[config.mk]
export PLATFORM = sky130hd
export DESIGN_NAME = decimal_key_entry_ctrl
export DESIGN_NICKNAME = d
export VERILOG_FILES = /design/src/rtl/decimal_key_entry_ctrl.sv
export SDC_FILE = /design/constraint.sdc
export NUM_CORES = 1
export LEC_CHECK = 0
export BUFFER_PORTS_ARGS = -buffer_cell sky130_fd_sc_hd__buf_2
export CAP_MARGIN = 20
export CORE_AREA = 2 2 72 74
export CTS_CLUSTER_DIAMETER = 40
export DETAILED_ROUTE_END_ITERATION = 10
export DIE_AREA = 0 0 74 76
export MAX_ROUTING_LAYER = met4
export PLACE_DENSITY = 0.83
export SYNTH_ARGS = -nofsm -noshare
export SYNTH_HDL_FRONTEND = slang
export SYNTH_SLANG_ARGS = --single-unit
export TNS_END_PERCENT = 50
[constraint.sdc]
create_clock -name clk -period 2.9 [get_ports clk]
set_input_delay 0.29 -clock clk [delete_from_list [all_inputs] [get_ports clk]]
set_output_delay 0.29 -clock clk [all_outputs]
set_load 0.1 [all_outputs]
[src/rtl/decimal_key_entry_ctrl.sv]
// decimal_key_entry_ctrl
//   Debounces a one-hot decimal key bus, packs accepted digits into a BCD
//   number of up to NDIG digits, and offers the committed number downstream
//   over a valid/ready handshake.
//
// Ports
//   clk, rst     clock; synchronous active-high reset
//   key[9:0]     one-hot key bus (bit i = digit i), already synchronous
//   enter        commit the buffered number (ignored when the buffer is empty)
//   clr          discard the buffered number and any pending output
//   out_ready    downstream ready
//   out_valid    committed number available; held until out_ready
//   out_bcd      committed number, last-entered digit in [3:0]
//   out_count    number of digits in out_bcd
//   digit_valid  one-cycle pulse per accepted digit, with digit = its BCD
//   err          one-cycle pulse on a multi-hot key or buffer overflow
module decimal_key_entry_ctrl #(
  parameter int NDIG       = 4,
  parameter int DEB_CYCLES = 4
) (
  input  logic                        clk,
  input  logic                        rst,
  input  logic [9:0]                  key,
  input  logic                        enter,
  input  logic                        clr,
  input  logic                        out_ready,
  output logic                        out_valid,
  output logic [4*NDIG-1:0]           out_bcd,
  output logic [$clog2(NDIG+1)-1:0]   out_count,
  output logic                        digit_valid,
  output logic [3:0]                  digit,
  output logic                        err
);

  localparam int CW   = $clog2(NDIG+1);
  localparam int CNTW = $clog2(DEB_CYCLES+1);

  typedef enum logic [1:0] {
    S_IDLE     = 2'd0,
    S_DEBOUNCE = 2'd1,
    S_HOLD     = 2'd2,
    S_OUTPUT   = 2'd3
  } state_t;

  state_t            state;
  logic [4*NDIG-1:0] dbuf;
  logic [CW-1:0]     count;
  logic [9:0]        cand;
  logic [CNTW-1:0]   cnt;

  logic              key_zero, key_onehot, buf_full;
  logic [3:0]        cand_bcd;
  logic [4*NDIG-1:0] dbuf_shift;

  // Index of the highest set bit; only meaningful for a one-hot candidate.
  function automatic logic [3:0] enc(input logic [9:0] k);
    logic [3:0] e;
    e = 4'd0;
    for (int i = 0; i < 10; i++)
      if (k[i]) e = 4'(i);
    return e;
  endfunction

  always_comb begin
    key_zero   = (key == 10'd0);
    // Clearing the lowest set bit leaves zero only for a single-bit value.
    key_onehot = !key_zero && ((key & (key - 10'd1)) == 10'd0);
    buf_full   = (count == CW'(NDIG));
    cand_bcd   = enc(cand);
    // Shift in the new digit at the bottom; the oldest digit falls off the
    // top (never happens in practice since a full buffer is not written).
    dbuf_shift       = dbuf << 4;
    dbuf_shift[3:0]  = cand_bcd;
  end

  always_ff @(posedge clk) begin
    if (rst) begin
      state       <= S_IDLE;
      dbuf        <= '0;
      count       <= '0;
      cand        <= '0;
      cnt         <= '0;
      out_valid   <= 1'b0;
      out_bcd     <= '0;
      out_count   <= '0;
      digit_valid <= 1'b0;
      digit       <= 4'd0;
      err         <= 1'b0;
    end else begin
      digit_valid <= 1'b0;
      err         <= 1'b0;
      if (clr) begin
        // Drops a pending transfer too; wait for release before new keys.
        dbuf      <= '0;
        count     <= '0;
        cand      <= '0;
        cnt       <= '0;
        out_valid <= 1'b0;
        out_bcd   <= '0;
        out_count <= '0;
        state     <= S_HOLD;
      end else if (state != S_OUTPUT && enter && count != '0) begin
        // Commit wins over key processing, aborting any debounce.
        out_bcd   <= dbuf;
        out_count <= count;
        out_valid <= 1'b1;
        dbuf      <= '0;
        count     <= '0;
        cand      <= '0;
        cnt       <= '0;
        state     <= S_OUTPUT;
      end else begin
        case (state)
          S_IDLE: begin
            if (key_onehot) begin
              cand  <= key;
              cnt   <= CNTW'(1);
              state <= S_DEBOUNCE;
            end else if (!key_zero) begin
              err   <= 1'b1;
              state <= S_HOLD;
            end
          end
          S_DEBOUNCE: begin
            if (key == cand) begin
              if (cnt == CNTW'(DEB_CYCLES-1)) begin
                digit_valid <= 1'b1;
                digit       <= cand_bcd;
                if (buf_full) begin
                  err <= 1'b1;
                end else begin
                  dbuf  <= dbuf_shift;
                  count <= count + CW'(1);
                end
                cand  <= '0;
                cnt   <= '0;
                state <= S_HOLD;
              end else begin
                cnt <= cnt + CNTW'(1);
              end
            end else begin
              // Bounce or release: restart silently.
              cand  <= '0;
              cnt   <= '0;
              state <= S_IDLE;
            end
          end
          S_HOLD: begin
            if (key_zero) state <= S_IDLE;
          end
          S_OUTPUT: begin
            if (out_ready) begin
              out_valid <= 1'b0;
              state     <= S_HOLD;
            end
          end
          default: state <= S_IDLE;
        endcase
      end
    end
  end

endmodule

==> results of run 1 <==
==> critical path: stages (launching register included) <==
cell and delay, ns:
dfxtp_1 0.35, xor2_1 0.17, nor4_1 0.40, nand4_1 0.26, nor2_1 0.16, buf_4 0.14, nand2_1 0.32, nand2_1 0.20
a21oi_1 0.08
==> state kept, by name, summed over array words and instances, names as in the netlist <==
register and flops:
dbuf 16, err 1, cand 10, out_count 3, digit_valid 1, out_valid 1
cnt 3, state 2, count 3, digit 4, out_bcd 16
==> cells in the mapped netlist, drive strengths merged (2+ instances only) <==
library cell,count,share of area
nor3,4,0.0096
dfxtp,60,0.46
xor2,10,0.034
buf,5,0.0082
nand3b,2,0.0058
clkbuf,15,0.022
a21oi,50,0.096
nand2,82,0.12
mux2i,3,0.012
or3,2,0.0048
inv,6,0.0087
nor2,24,0.035
nand3,2,0.0038
nor3b,4,0.012
nor2b,3,0.0072
ha,3,0.014
or2,3,0.0082
o21ai,9,0.019
o21bai,2,0.010
o31a,2,0.0077
nand2b,4,0.0096
nor4,2,0.011
nand4,3,0.0072
a22o,11,0.037
and2,2,0.0058
==> final timing paths <==
kind	start	to	slack, ns	depth (start not counted)
min reg2reg	out_valid$_SDFFE_PP0P_	out_valid$_SDFFE_PP0P_	0.45	2
min	key[2]	cand[2]$_SDFFE_PP0P_	0.22	2
max	cand[2]$_SDFFE_PP0P_	dbuf[15]$_SDFFE_PP0P_	0.69	8
max reg2reg	cand[2]$_SDFFE_PP0P_	dbuf[15]$_SDFFE_PP0P_	0.69	8
==> stage by stage <==
| step | worst slack, ns | cells |
|---|---|---|
| final | 0.694 | 436 |
| after global routing | 0.489 | 436 |
| after CTS | 0.692 | 436 |
| after detailed placement | 0.431 | 420 |
| after global placement | 0.512 | 420 |
| after floorplan | 0.780 | 323 |
==> per-layer routing <==
metal  vias to the layer above  wire length [µm]  GRT usage
met5                         -                 0          -
met4                         0               110     0.0982
met3                        10               200     0.0503
met2                        44              2920      0.370
met1                      1043              2540      0.292
li1                       1170                 -          -
==> final cells by class <==
type,instances,area [µm²]
Inverter,6,22.5
Tap cell,70,87.6
Timing Repair Buffer,47,253
Clock inverter,7,124
Fill cell,427,1800
Sequential cell,60,1200
Multi-Input combinational cell,237,1310
Clock buffer,9,124
==> logic make-up (layout without fill, tap and decap cells) <==
group	count (synthesis)	count (layout)	share of synthesized area
buf+inv	26	69	0.0389
flops	60	60	0.462
fa+ha+maj	4	4	0.0183
simple gates	139	139	0.244
mux	3	3	0.0115
compound gates	80	80	0.189
xor+xnor	11	11	0.0370
==> report_power, final <==
part	internal [mW]	switching [mW]	total [mW]
sequential	0.825	0.000766	0.826
clock	0.576	0.353	0.929
combinational	0.0247	0.0498	0.0745
total	1.43	0.404	1.83
==> results.py, run 1 <==
metrics = {
    "outcome": {
        "status": "completed",
    },
    "worst_setup_path": {
        "cp.arrival_ns": 2.43,
        "endpoint_kind": "flip-flop",
        "start_kind": "flip-flop",
        "crit_type": "reg2reg",
        "required_ns": 3.13,
        "worstPathMaxFanout": 17,
    },
    "clocking": {
        "post_cts_buffers": 0,
        "clkLatencyLatePin_ns": 0.34,
        "cts_buffer_depth": 2,
        "cts_made_buffers": 9,
        "clock-sinks": 60,
        "ctsResizeCount": 0,
        "tritoncts": "yes",
        "clk_pin_slew_ns": 0.07,
        "cts_hold_buf": 0,
        "cts_max_level": 3,
        "cts-root-buf": "clkbuf_8",
    },
    "detailed_routing": {
        "drt-initial-drc-count": 225,
        "first_pass_iters": 4,
        "wirelength_um": 5770,
        "vias_per_cell": 5.20,
        "drtAntennaViolNets": 0,
        "drc": 0,
        "vias": 2267,
        "avgRoutedWirePerCell_um": 13.2,
    },
    "job": {
        "max_cap_violations": 0,
    },
    "timing": {
        "rsz0062_at_grt": "false",
        "tightest_slew_ns": 0.568,
        "fmax_mhz": 453,
        "hold_ws_ns": 0.225,
        "setup_viol": 0,
        "setup_total_negative_slack_ns": 0,
        "min_period_ns": 2.21,
        "drv_slew": 0,
        "finClkSkew_ns": 0.00721,
        "min_period_over_period": 0.761,
        "slew_headroom": 0.618,
        "hold_viol": 0,
    },
    "place": {
        "gp_congestion": 0.866,
        "post_dp_cell_area_um2": 2870,
        "port_buffers": 40,
        "dp_hpwl_um": 3980,
    },
    "synthesis": {
        "syn_inst": 323,
        "syn_avg_cell_area_um2": 8.06,
        "synth_edf_count": 0,
        "ys_seq_area_frac": 0.462,
        "syn_area_um2": 2600,
        "synthFlopType": "dfxtp_1",
        "yosys_warnings": 0,
        "synth_fp_nets": 341,
        "synth.distinct_cells": 43,
        "postSynth.asyncResetShare": 0,
        "ys_seq_elements": 60,
    },
    "die": {
        "die_w_um": 74,
        "fp-row-count": 26,
        "core-area_um2": 4910,
        "die_h_um": 76,
        "start_util": 0.530,
        "ios": 41,
        "dieArea_um2": 5620,
    },
    "final_layout": {
        "diodes": 0,
        "area_growth_pct": 19.8,
        "final_cell_area_um2": 3120,
        "final_common_cell": "nand2_1",
        "drive_gt1_frac": 0.205,
        "mostFrequentLayoutCells": "nand2_1, dfxtp_1, a21oi_1, buf_2, nor2_1",
        "utilization": 0.634,
        "nets": 379,
    },
    "global_routing": {
        "grt_usage": 0.236,
        "grt.overflow.total": 0,
        "antenna_found_initial": 0,
        "grt_max_degree": 24,
        "grt_pass1_vias": 2223,
        "grt_pass1_wl_um": 10000,
    },
    "pwr": {
        "finalPower_mw": 1.83,
        "p_leak_nw": 1.21,
        "pwr_density_cell_nw_per_um2": 587,
        "ir_worst_vdd_v": 0.000378,
    },
    "min_path": {
        "hold_class": "in2reg",
    },
}
No activity file was read; power rests on OpenSTA's default activity.
==> run 2, diff against run 1 <==
Settings changed: ABC_AREA set to 1, CORE_AREA 2 2 72 74 to 2 2 75 77, DIE_AREA 0 0 74 76 to 0 0 77 79.
Clock period 2.9 ns to 2.29 ns, I/O delays scaled along.
==> run 2 against run 1 <==
Die area is 8.2% higher. Worst hold slack worse by 0.062 ns. Combinational power is 60% higher. Via count is 21% higher. Largest cell class unchanged. Largest power group is now sequential cells.
==> results.py, run 2 <==
metrics = {
    "place": {
        "dp_hpwl_um": 4660,
        "place_ws_ns": 0.259,
        "gp_congestion": 0.859,
        "port_buffers": 40,
    },
    "worst_setup_path": {
        "timing.reg2reg.setup_slack_ns": 0.29,
        "endpoint_kind": "flip-flop",
        "cp.arrival_ns": 2.29,
        "start_kind": "flip-flop",
        "required_ns": 2.57,
        "worstPathMaxFanout": 23,
        "crit_type": "reg2reg",
    },
    "synthesis": {
        "synth.distinct_cells": 23,
        "ys_seq_area_frac": 0.425,
        "yosysMostFrequentCell": "nand2_1",
        "synth.cells.most_frequent": "nand2_1, dfxtp_1, a21oi_1",
        "synth_top_cell_by_area": "dfxtp_1",
        "yosysTopAreaCellShare": 0.425,
        "postSynth.asyncResetShare": 0,
        "synthFlopType": "dfxtp_1",
        "yosys_warnings": 0,
        "ys_seq_elements": 60,
        "synth_area_leaders": "dfxtp_1, a21oi_1, nand2_1",
        "syn_inst": 405,
        "synth_edf_count": 0,
        "syn_area_um2": 2830,
        "synth_fp_nets": 423,
        "syn_avg_cell_area_um2": 6.98,
    },
    "detailed_routing": {
        "drc": 0,
        "vias_per_cell": 5.22,
        "drtAntennaViolNets": 0,
        "vias": 2732,
        "dr.max_layer_used": "met4",
        "avgRoutedWirePerCell_um": 12.8,
        "first_pass_iters": 7,
        "drt-initial-drc-count": 193,
        "route.met2.wl_um": 3310,
        "wl_met1_um": 2940,
        "wirelength_um": 6690,
        "wl_met3_um": 308,
    },
    "clocking": {
        "cts_buffer_depth": 2,
        "clkLatencyLatePin_ns": 0.34,
        "cts_made_buffers": 9,
        "clock-sinks": 60,
        "clk_pin_slew_ns": 0.06,
        "post_cts_buffers": 0,
        "cts_hold_buf": 0,
        "cts-root-buf": "clkbuf_8",
        "cts_max_level": 3,
        "tritoncts": "yes",
    },
    "final_layout": {
        "final_common_cell": "nand2_1",
        "nets": 465,
        "diodes": 0,
        "area_growth_pct": 16.5,
        "reg_top3": "dbuf (16), out_bcd (16), cand (10)",
        "nFillCells": 505,
        "drive_gt1_frac": 0.155,
        "mostFrequentLayoutCells": "nand2_1, dfxtp_1, a21oi_1, inv_1, nor2_1",
    },
    "pwr": {
        "pwr_density_cell_nw_per_um2": 659,
        "finalPower_mw": 2.17,
        "p_leak_nw": 1.44,
        "ir_worst_vdd_v": 0.000734,
    },
    "timing": {
        "rsz0062_at_grt": "false",
        "setup_viol": 0,
        "slew_headroom": 0.645,
        "fmax_mhz": 499,
        "tightest_slew_ns": 0.533,
        "setup_total_negative_slack_ns": 0,
        "drv_slew": 0,
        "hold_viol": 0,
        "worst_slack_ns": 0.288,
        "finClkSkew_ns": 0.00534,
        "min_period_ns": 2.00,
        "min_period_over_period": 0.874,
        "hold_ws_ns": 0.163,
    },
    "global_routing": {
        "grt_max_degree": 39,
        "grt_pass1_wl_um": 11200,
        "grt_usage": 0.236,
        "grt_pass1_vias": 2436,
        "antenna_found_initial": 0,
        "grt.overflow.total": 0,
    },
    "die": {
        "start_util": 0.529,
        "die_w_um": 77,
        "fp-row-count": 27,
        "dieArea_um2": 6080,
        "ios": 41,
        "die_h_um": 79,
        "core-area_um2": 5340,
    },
    "job": {
        "max_cap_violations": 0,
    },
    "min_path": {
        "hold_class": "in2reg",
    },
    "outcome": {
        "status": "completed",
    },
}
-- run 2: cell count changes after synthesis, sizes merged, moves of 9 or more --
cell | previous run | this run
a21oi | 50 | 59
a22o | 11 | 0
inv | 6 | 54
nand3 | 2 | 31
nor2 | 24 | 48
o21a | 0 | 16
o21ai | 9 | 31
-- run 2: critical path, cell delays in order, from the launching register on --
cell     delay (ns)
dfxtp_1        0.44
inv_2          0.06
nor2_2         0.13
nand2_1        0.07
nor2_1         0.08
nand2_1        0.07
nor2_2         0.12
nand2_1        0.11
nor2_4         0.18
nand2_2        0.08
buf_4          0.21
a21oi_1        0.23
o21a_1         0.16
-- run 2: timing repair --
action | 4_1_cts | 5_1_grt
gates resized for setup | 0 | 1
endpoints found under the setup margin | 0 | 9
endpoints found under the hold margin | 0 | 0
-- run 2: cells by family after synthesis --
logic type / Yosys count / share of synthesized area
AOI/OAI and AO/OA: 109 / 0.209
xor gates and xnor gates: 3 / 0.00930
adders and majority gates: 3 / 0.0133
buffers and inverters: 70 / 0.102
DFF: 60 / 0.425
and+or+nand+nor: 160 / 0.242
-- run 2: worst paths after layout --
kind,from,endpoint,depth (start not counted)
hold reg to reg,dbuf[13]$_SDFFE_PP0P_,out_bcd[13]$_SDFFE_PP0P_,2
setup / recovery,state[0]$_SDFFE_PP0P_,dbuf[5]$_SDFFE_PP0P_,12
setup reg to reg,state[0]$_SDFFE_PP0P_,dbuf[5]$_SDFFE_PP0P_,12
hold / removal,rst,state[1]$_SDFFE_PP0P_,2
-- run 2: through the flow --
| stage | cell area, µm² | instances | utilization |
|---|---|---|---|
| 2_1_floorplan | 2830 | 405 | - |
| 3_3_place_gp | 3080 | 508 | 0.578 |
| 3_5_place_dp | 3080 | 508 | 0.578 |
| 4_1_cts | 3290 | 523 | 0.616 |
| 5_1_grt | 3290 | 523 | 0.617 |
| 6_report | 3290 | 523 | 0.617 |
-- run 2: area by class of cell --
class	count	area (µm²)	area share
Sequential cell	60	1200	0.365
Clock inverter	5	77.6	0.0236
Multi-Input combinational cell	275	1340	0.407
Tap cell	72	90.1	0.0274
Timing Repair Buffer	47	253	0.0768
Clock buffer	10	128	0.0388
Inverter	54	203	0.0616
-- run 2: report_power, final --
| group | switching, mW | internal, mW |
|---|---|---|
| Clock | 0.396 | 0.602 |
| Sequential | 0.00372 | 1.05 |
| Combinational | 0.0805 | 0.0388 |
| Total | 0.480 | 1.69 |
-- run 2: per-layer routing --
layer,vias to the layer above,GRT usage
met3,17,0.0477
met2,78,0.411
met4,0,0.0839
met5,-,-
li1,1403,-
met1,1234,0.274
==> run 3, diff against run 2 <==
Settings changed: ABC_AREA 1 to not set, CORE_AREA 2 2 75 77 to 2 2 72 74, DIE_AREA 0 0 77 79 to 0 0 74 76.
==> run 3 against run 2 <==
Sequential share of layout area increased by 2.1 points. Critical endpoint is now digit[1]$_SDFFE_PP0P_. Clock skew increased by 0.0035 ns. Largest power group unchanged. Critical path depth decreased by 4. Combinational power decreased by 17%. Sequential cell count unchanged. Final area decreased by 5.4%. Sequential power about the same. Largest cell class unchanged. Count of clock-buffer cells in the layout decreased by 1. Die area decreased by 7.5%. Register-to-register slack got worse by 0.08 ns. Critical path type unchanged.
==> results.py, run 3 (synthesized netlist as in run 1, its figures left out) <==
metrics = {
    "clocking": {
        "clock-sinks": 60,
        "cts_max_level": 3,
        "clk_pin_slew_ns": 0.07,
        "cts_buffer_depth": 2,
        "clkLatencyLatePin_ns": 0.35,
        "cts_hold_buf": 0,
        "cts-root-buf": "clkbuf_8",
        "cts_made_buffers": 9,
        "tritoncts": "yes",
    },
    "detailed_routing": {
        "drt-initial-drc-count": 151,
        "wirelength_um": 5770,
        "drc": 0,
        "first_pass_iters": 5,
        "vias_per_cell": 5.23,
        "drtAntennaViolNets": 0,
        "vias": 2297,
        "avgRoutedWirePerCell_um": 13.2,
    },
    "worst_setup_path": {
        "crit_buf_inv": 1,
        "cpMaxStageDelayCell": "nor4_2",
        "timing.rr.end": "digit[1]$_SDFFE_PP0P_",
        "worstPathMaxFanout": 5,
        "endpoint_kind": "flip-flop",
        "worstSetupEndpoint": "digit[1]$_SDFFE_PP0P_",
        "crit_start": "cand[2]$_SDFFE_PP0P_",
        "critical_path.max_stage_delay_ns": 0.38,
        "start_kind": "flip-flop",
        "r2r-start": "cand[2]$_SDFFE_PP0P_",
        "crit_family": "simple AND/OR/NAND/NOR gates",
        "path_cells": "xor2_1 > nor4_2 > nand4_1 > nor2_1 > buf_4 > nand2_1 > mux2i_1 > nor2_1",
        "r2r_cells": 8,
        "crit_type": "reg2reg",
        "cp.arrival_ns": 2.32,
        "cp.depth": 8,
        "required_ns": 2.53,
        "timing.reg2reg.setup_slack_ns": 0.20,
        "cp_common_cell": "nor2_1",
    },
    "global_routing": {
        "grt_pass1_wl_um": 9760,
        "grt_max_degree": 24,
        "grt_pass1_vias": 2171,
        "antenna_found_initial": 0,
        "grt_usage": 0.232,
        "grt.overflow.total": 0,
    },
    "final_layout": {
        "area_growth_pct": 19.6,
        "nFillCells": 428,
        "nets": 382,
        "mostFrequentLayoutCells": "nand2_1, dfxtp_1, a21oi_1, buf_2, nor2_1",
        "final_cell_area_um2": 3110,
        "final_common_cell": "nand2_1",
        "reg_top3": "dbuf (16), out_bcd (16), cand (10)",
        "diodes": 0,
        "drive_gt1_frac": 0.217,
        "multiInputGateArea_um2": 1310,
        "stdcell_count": 439,
        "regArea_um2": 1200,
    },
    "timing": {
        "rsz0062_at_grt": "false",
        "fmax_mhz": 479,
        "setup_viol": 0,
        "worst_slack_ns": 0.204,
        "tightest_slew_ns": 0.505,
        "finClkSkew_ns": 0.00882,
        "min_period_ns": 2.09,
        "setup_total_negative_slack_ns": 0,
        "hold_ws_ns": 0.158,
        "slew_headroom": 0.665,
        "min_period_over_period": 0.911,
        "drv_slew": 0,
        "hold_viol": 0,
    },
    "die": {
        "die_w_um": 74,
        "dieArea_um2": 5620,
        "fp-row-count": 26,
        "core-area_um2": 4910,
        "ios": 41,
        "die_h_um": 76,
        "start_util": 0.530,
    },
    "place": {
        "gp_congestion": 0.898,
        "place_ws_ns": 0.0153,
        "dp_hpwl_um": 4040,
        "dp_cells": 423,
        "post_dp_cell_area_um2": 2900,
        "port_buffers": 40,
    },
    "outcome": {
        "status": "completed",
    },
    "min_path": {
        "hold_class": "in2reg",
    },
    "pwr": {
        "clock_power_share": 0.456,
        "pwr_density_cell_nw_per_um2": 675,
        "p_int_mw": 1.59,
        "p_sw_mw": 0.517,
        "power_frac_comb": 0.047,
        "switching_share": 0.246,
        "power_frac_seq": 0.497,
        "ir_worst_vdd_v": 0.000392,
        "p_leak_nw": 1.20,
    },
    "job": {
        "max_cap_violations": 0,
    },
}
## run 3: changes by cell type in the layout (fill, tap and decap cells not counted), sizes merged, moves of 4 or more
cell    delta
a22o      +11
inv       -47
nor2      -24
nand3     -29
xor2       +8
o21a      -16
a21oi      -9
o21ai     -22
nor3       +4
nand2b     +4
nand2      +6
## run 3: worst reg2reg max path: stages (launching register included)
cell,delay [ns]
dfxtp_1,0.35
xor2_1,0.18
nor4_2,0.38
nand4_1,0.26
nor2_1,0.23
buf_4,0.16
nand2_1,0.15
mux2i_1,0.22
nor2_1,0.05
## run 3: final cells by class
cell class                      instances  area share
Multi-Input combinational cell        237       0.422
Inverter                                6     0.00723
Tap cell                               70      0.0281
Timing Repair Buffer                   50      0.0924
Clock buffer                            9      0.0398
Sequential cell                        60       0.386
Clock inverter                          7      0.0245
## run 3: repair_timing
action / in CTS / in global routing
endpoints found under the setup margin: 0 / 17
buffers inserted: 0 / 0
resized for setup: 0 / 2
## run 3: worst min path at each step
stage                                          from                         to  cells past startpoint
final                                        key[2]       cand[2]$_SDFFE_PP0P_                      2
after detailed placement    out_bcd[8]$_SDFFE_PP0P_    out_bcd[8]$_SDFFE_PP0P_                      2
after global placement    out_count[0]$_SDFFE_PP0P_  out_count[0]$_SDFFE_PP0P_                      2
after floorplan                              key[0]       cand[0]$_SDFFE_PP0P_                      1
after CTS                                    key[2]       cand[2]$_SDFFE_PP0P_                      2
after global routing                         key[2]       cand[2]$_SDFFE_PP0P_                      2
## run 3: power by group through the flow
stage	logic (mW)	registers [mW]	clock network, mW
6_report	0.0983	1.05	0.959
5_1_grt	0.108	1.05	1.02
4_1_cts	0.0969	1.05	0.974
3_5_place_dp	0.0964	1.07	0
3_3_place_gp	0.0940	1.07	0
2_1_floorplan	0.0571	1.07	0
## run 3: routing by layer
layer	share of wire	vias to the layer above	GRT usage
met5	0	-	-
met4	0.021	0	0.113
met3	0.041	10	0.0542
met2	0.50	60	0.364
met1	0.43	1054	0.276
li1	-	1173	-
## run 3: through the flow
step	util	power [mW]
after detailed placement	0.591	1.17
final	0.634	2.10
after global placement	0.591	1.16
after CTS	0.632	2.12
after floorplan	-	1.13
after global routing	0.634	2.17
